--- config.mk ---
export PLATFORM = sky130hd
export DESIGN_NAME = seq_pattern_tx
export DESIGN_NICKNAME = d
export VERILOG_FILES = /design/src/rtl/seq_pattern_tx.sv
export SDC_FILE = /design/constraint.sdc
export NUM_CORES = 1
export LEC_CHECK = 0
export CAP_MARGIN = 30
export CORE_UTILIZATION = 35
export CTS_CLUSTER_DIAMETER = 200
export DETAILED_ROUTE_END_ITERATION = 8
export MAX_ROUTING_LAYER = met4
export PLACE_DENSITY_LB_ADDON = 0.15
export SYNTH_ARGS = -nofsm -noshare
export SYNTH_HDL_FRONTEND = slang
export SYNTH_SLANG_ARGS = --single-unit
export TNS_END_PERCENT = 30
--- constraint.sdc ---
create_clock -name clk -period 4.5 [get_ports clk]
set_input_delay 0.675 -clock clk [delete_from_list [all_inputs] [get_ports clk]]
set_output_delay 0.675 -clock clk [all_outputs]
set_load 0.1 [all_outputs]
--- src/rtl/seq_pattern_tx.sv ---
// Bit-serial pattern transmitter: sends a captured word MSB-first with an optional repeat and idle gap.
// Latency: first bit is valid one cycle after the accepted start edge; done follows the final bit.
// Backpressure: none downstream; start is accepted only while ready=1 and ignored otherwise.
//
// Ports:
//   clk, reset          rising-edge clock, asynchronous active-high reset
//   start               transfer request, sampled only in IDLE
//   pattern/length      word to send and number of bits (bit length-1 goes first, 1..WIDTH legal)
//   repeat_cnt          extra repetitions after the first pass (0 = send once)
//   ready               high while IDLE (combinational state decode)
//   tx_bit/tx_valid     registered serial data and its qualifier
//   done                one-cycle pulse after the last bit of the last repetition
//   err                 one-cycle pulse when start arrives with an out-of-range length
module seq_pattern_tx #(
  parameter int WIDTH      = 32,
  parameter int LEN_W      = 6,
  parameter int REP_W      = 4,
  parameter int GAP_CYCLES = 2
) (
  input  logic             clk,
  input  logic             reset,
  input  logic             start,
  input  logic [WIDTH-1:0] pattern,
  input  logic [LEN_W-1:0] length,
  input  logic [REP_W-1:0] repeat_cnt,
  output logic             ready,
  output logic             tx_bit,
  output logic             tx_valid,
  output logic             done,
  output logic             err
);

  localparam int IDX_W = (WIDTH > 1) ? $clog2(WIDTH) : 1;
  // The gap counter only ever holds GAP_CYCLES-1 down to 0.
  localparam int GAP_W = (GAP_CYCLES > 1) ? $clog2(GAP_CYCLES) : 1;
  localparam logic [GAP_W-1:0] GAP_LOAD = GAP_W'((GAP_CYCLES > 0) ? GAP_CYCLES - 1 : 0);
  localparam logic [LEN_W-1:0] MAX_LEN  = LEN_W'(WIDTH);

  typedef enum logic [1:0] {IDLE, SHIFT, GAP, DONE} state_t;

  state_t           state;
  logic [WIDTH-1:0] pat_q;
  logic [IDX_W-1:0] idx;       // index of the bit currently on tx_bit
  logic [IDX_W-1:0] last_idx;  // captured length-1, reload value for each repetition
  logic [REP_W-1:0] reps;
  logic [GAP_W-1:0] gap_cnt;

  logic             legal_len;
  logic [IDX_W-1:0] start_idx;

  assign legal_len = (length != '0) && (length <= MAX_LEN);
  assign start_idx = IDX_W'(length - LEN_W'(1));
  assign ready     = (state == IDLE);

  // tx_bit is loaded one edge ahead of the cycle it is shown in, so the
  // register always holds pat_q[idx] while idx names the bit on the wire.
  always_ff @(posedge clk or posedge reset) begin
    if (reset) begin
      state    <= IDLE;
      pat_q    <= '0;
      idx      <= '0;
      last_idx <= '0;
      reps     <= '0;
      gap_cnt  <= '0;
      tx_bit   <= 1'b0;
      tx_valid <= 1'b0;
      done     <= 1'b0;
      err      <= 1'b0;
    end else begin
      done <= 1'b0;
      err  <= 1'b0;
      case (state)
        IDLE: begin
          if (start) begin
            if (legal_len) begin
              pat_q    <= pattern;
              last_idx <= start_idx;
              idx      <= start_idx;
              reps     <= repeat_cnt;
              tx_bit   <= pattern[start_idx];
              tx_valid <= 1'b1;
              state    <= SHIFT;
            end else begin
              err <= 1'b1;
            end
          end
        end
        SHIFT: begin
          if (idx == '0) begin
            if (reps != '0) begin
              reps <= reps - REP_W'(1);
              if (GAP_CYCLES > 0) begin
                state    <= GAP;
                gap_cnt  <= GAP_LOAD;
                tx_bit   <= 1'b0;
                tx_valid <= 1'b0;
              end else begin
                // Back-to-back repetition: restart the word with no bubble.
                idx    <= last_idx;
                tx_bit <= pat_q[last_idx];
              end
            end else begin
              state    <= DONE;
              done     <= 1'b1;
              tx_bit   <= 1'b0;
              tx_valid <= 1'b0;
            end
          end else begin
            idx    <= idx - IDX_W'(1);
            tx_bit <= pat_q[idx - IDX_W'(1)];
          end
        end
        GAP: begin
          if (gap_cnt == '0) begin
            state    <= SHIFT;
            idx      <= last_idx;
            tx_bit   <= pat_q[last_idx];
            tx_valid <= 1'b1;
          end else begin
            gap_cnt <= gap_cnt - GAP_W'(1);
          end
        end
        DONE: begin
          state <= IDLE;
        end
        default: begin
          state <= IDLE;
        end
      endcase
    end
  end

endmodule

==> run_results.csv <==
group,metric,value,unit
run_status,status,"finished clean",
layout,layout-drive-gt1-share,0.113,
synthesis,mapped_cells,347,
layout,regArea,1330,um2
synthesis,synth.avg_cell_area,9.67,um2
placement,port_buffers,49,
routing,antenna_left,0,
setup_path,timing.critical_path.max_delay_family,"multiplexers",
power,p_leak,0.00182,uW
routing,route.detailed.drc,0,
setup_path,rrSetupSlack,1.49,ns
synthesis,synth.ff_latch_count,53,
clock_tree,cts_tree,"built",
clock_tree,post_cts_buffers,0,
global_routing,overflow,0,
clock_tree,worst_skew_pair_later_pin_latency,0.31,ns
job,maxCapViolCount,0,
power,powerDensity,645,nW/um2
timing,clock-skew-final,0.00523,ns
clock_tree,cts-buffers-inserted,5,
timing,setup_tns_final,0,ns
clock_tree,clk_pin_slew_worst_paths,0.10,ns
routing,avgViaCountPerCell,5.21,
clock_tree,clock_path_buffers,2,
global_routing,pin_count_of_the_biggest_net_entering_global_routing,54,
synthesis,yosysWarningCount,0,
synthesis,post_synth_num_cell_types,47,
die,dieArea,9980,um2
setup_path,timing.critical_path.slowest_stage_cell,"sky130_fd_sc_hd__dfrtp_1",
setup_path,worst_path_most_repeated_cell,"sky130_fd_sc_hd__mux4_2",
worst_hold_path,hold_path.class,"flop to flop",
setup_path,crit_path_max_incr_delay,0.74,ns
layout,fin_nets,445,
clock_tree,cts_resized,0,
routing,initial_drt_pass_iterations,4,
synthesis,mappedNetlistArea,3360,um2
global_routing,grt_pass1_wl,13900,um
power,vdd_drop_max,0.249,mV
routing,drtIter0Drc,144,
layout,count_of_placed_standard_cells_in_the_final_layout_fillers_left_out,519,
layout,layout.filler_cells,960,
layout,total_area_of_multi_input_combinational_cells,1890,um2
die,die_height,99.9,um
timing,setup_viol,0,
synthesis,synth_area_leaders,"sky130_fd_sc_hd__dfrtp_1 (40%), sky130_fd_sc_hd__nand2_1 (13%), sky130_fd_sc_hd__mux4_2 (13%)",
routing,wl_met2,3910,um
routing,routed-via-count,2705,
placement,hpwlAfterDp,5960,um
placement,dp_worst_setup_slack,1.23,ns
global_routing,antenna_found_initial,0,
routing,met3_length,271,um
synthesis,synth_flop_cell,"sky130_fd_sc_hd__dfrtp_1",
setup_path,timing_worst_setup_path_type,"flop to flop",
timing,fin_crit_sh,0.668,
setup_path,critical_path.endpoint_type,"flop",
die,initial_utilization,0.361,
synthesis,synth_top_cell_area_share,0.395,
setup_path,critPathBufInv,1,
setup_path,ff2ff_path_depth,7,
global_routing,groute.usage.overall,0.186,
timing,post-route-worst-setup-slack,1.49,ns
timing,grt_setup_unrepaired,"false",
timing,timing.final.hold_violations,0,
setup_path,timing.rr.end,"tx_bit",
setup_path,cp.arrival,3.18,ns
setup_path,critPathRequiredTime,4.67,ns
routing,routedWlPerCell,16.1,um
die,std_cell_rows,35,
clock_tree,numClockSinks,53,
layout,flow.area_growth_from_synthesis,21.1,%
timing,final-max-slew-violation-count,0,
setup_path,timing.critical_path.cells,"inv_1, ha_1, mux4_2, mux4_2, a31oi_1, and4b_1, a311oi_1",
worst_hold_path,min_delay_worst_endpoint,"pat_q[1]",
global_routing,first_global_vias,2716,
die,io_pins,50,
worst_hold_path,whs_path_depth,2,
synthesis,yosys.cell_count.top_type,"sky130_fd_sc_hd__nand2_1",
setup_path,worst-path-max-fanout,11,
synthesis,yosysTopAreaCell,"sky130_fd_sc_hd__dfrtp_1",
synthesis,synth-seq-area-share,0.395,
timing,finalHoldWorstSlack,0.498,ns
layout,n_antenna_cell,0,
timing,timing.slew.headroom,0.346,
timing,fmax,332,MHz
routing,m1WireLength,4080,um
timing,tightest_slew,0.979,ns
clock_tree,root_buf_cell,"sky130_fd_sc_hd__clkbuf_8",
synthesis,synth-edff-count,0,
setup_path,worst_setup_path_start_kind,"flop",
placement,gp_congestion,0.817,
layout,finish.utilization,0.438,
synthesis,post_syn_nets,402,
die,fp.coreArea,9280,um2
clock_tree,cts_max_level,2,
synthesis,ys_async_sr_fraction,1.00,
routing,highest-signal-layer,"met4",
placement,placed_cells_incl_taps,512,
worst_hold_path,hp-start,"pat_q[1]",
timing,period_minus_slack,3.01,ns
clock_tree,cts_hold_buffers,0,
synthesis,post_synth_most_frequent_cells,"sky130_fd_sc_hd__nand2_1 (119), sky130_fd_sc_hd__dfrtp_1 (53), sky130_fd_sc_hd__mux4_2 (19)",
routing,totalWireLength,8340,um
die,die-width,99.9,um
setup_path,regToRegStartpoint,"idx[0]",
[cell type report]
class,instances,share of cell area
multi-input cells,262,0.466
flip-flops and latches,53,0.326
repair buffers,54,0.130
well taps,129,0.0397
clock buffers,5,0.0169
inverters,14,0.0129
clock inverters,2,0.00862
[state kept, by name, indices dropped and copies added (netlist names)]
register,count
pat_q,32
idx,5
last_idx,5
reps,4
state,2
done,1
err,1
gap_cnt,1
tx_bit,1
tx_valid,1
[worst max-delay path by stage]
stage / startpoint / to / slack, ns / depth (start not counted)
floorplan: length[0] / tx_bit / 1.82 / 9
global route: idx[0] / tx_bit / 1.25 / 7
detailed placement: length[0] / idx[1] / 1.23 / 9
finish: idx[0] / tx_bit / 1.49 / 7
global placement: length[0] / idx[0] / 1.25 / 9
CTS: idx[0] / tx_bit / 1.47 / 7
[stage by stage]
step | area [um2] | total power [uW]
6_report | 4070 | 2620
3_3_place_gp | 3960 | 2280
3_5_place_dp | 3960 | 2300
5_1_grt | 4070 | 2830
4_1_cts | 4070 | 2630
2_1_floorplan | 3360 | 1950
[metal layers]
layer,vias up,global-route usage
li1,1301,-
met1,1342,0.245
met2,57,0.308
met3,5,0.0258
met4,0,0.0373
met5,-,-
[power breakdown]
part / total [uW] / switching (uW) / internal, uW
Combinational: 1360 / 690 / 673
Clock: 326 / 164 / 162
Sequential: 932 / 245 / 687
[cell usage in the layout, fill, tap and decap left out, drive strengths merged, types with 2 or more instances in the layout]
| cell | count |
|---|---|
| clkdlybuf4s50 | 49 |
| a221oi | 3 |
| mux2i | 6 |
| o22ai | 3 |
| nor4 | 2 |
| nor4b | 3 |
| nor2 | 11 |
| ha | 10 |
| o21ai | 13 |
| a31oi | 3 |
| mux2 | 8 |
| a211oi | 2 |
| inv | 14 |
| a21oi | 8 |
| xor2 | 3 |
| clkbuf | 5 |
| nor2b | 5 |
| xnor2 | 4 |
| nor3 | 8 |
| a2111oi | 2 |
| o211ai | 2 |
| dfrtp | 53 |
| o2111ai | 3 |
| buf | 5 |
| and3 | 2 |
| mux4 | 24 |
| nand3 | 4 |
| nand2 | 119 |
[worst min-delay path, cell delays in order, from the launching register on]
cell and delay (ns):
sky130_fd_sc_hd__dfrtp_1 0.36, sky130_fd_sc_hd__nand2_1 0.05, sky130_fd_sc_hd__nand2_1 0.06
[cells by family (layout without fill, tap and decap cells)]
logic type      Yosys count  after routing  share of synthesized area
flops                    53             53                      0.395
mux                      38             38                      0.211
compound gates           46             46                     0.0921
buf+inv                  32             75                     0.0406
simple gates            161            161                      0.205
fa+ha+maj                10             10                     0.0373
xor+xnor                  7              7                     0.0183
Power figures use the tool's default switching activity.
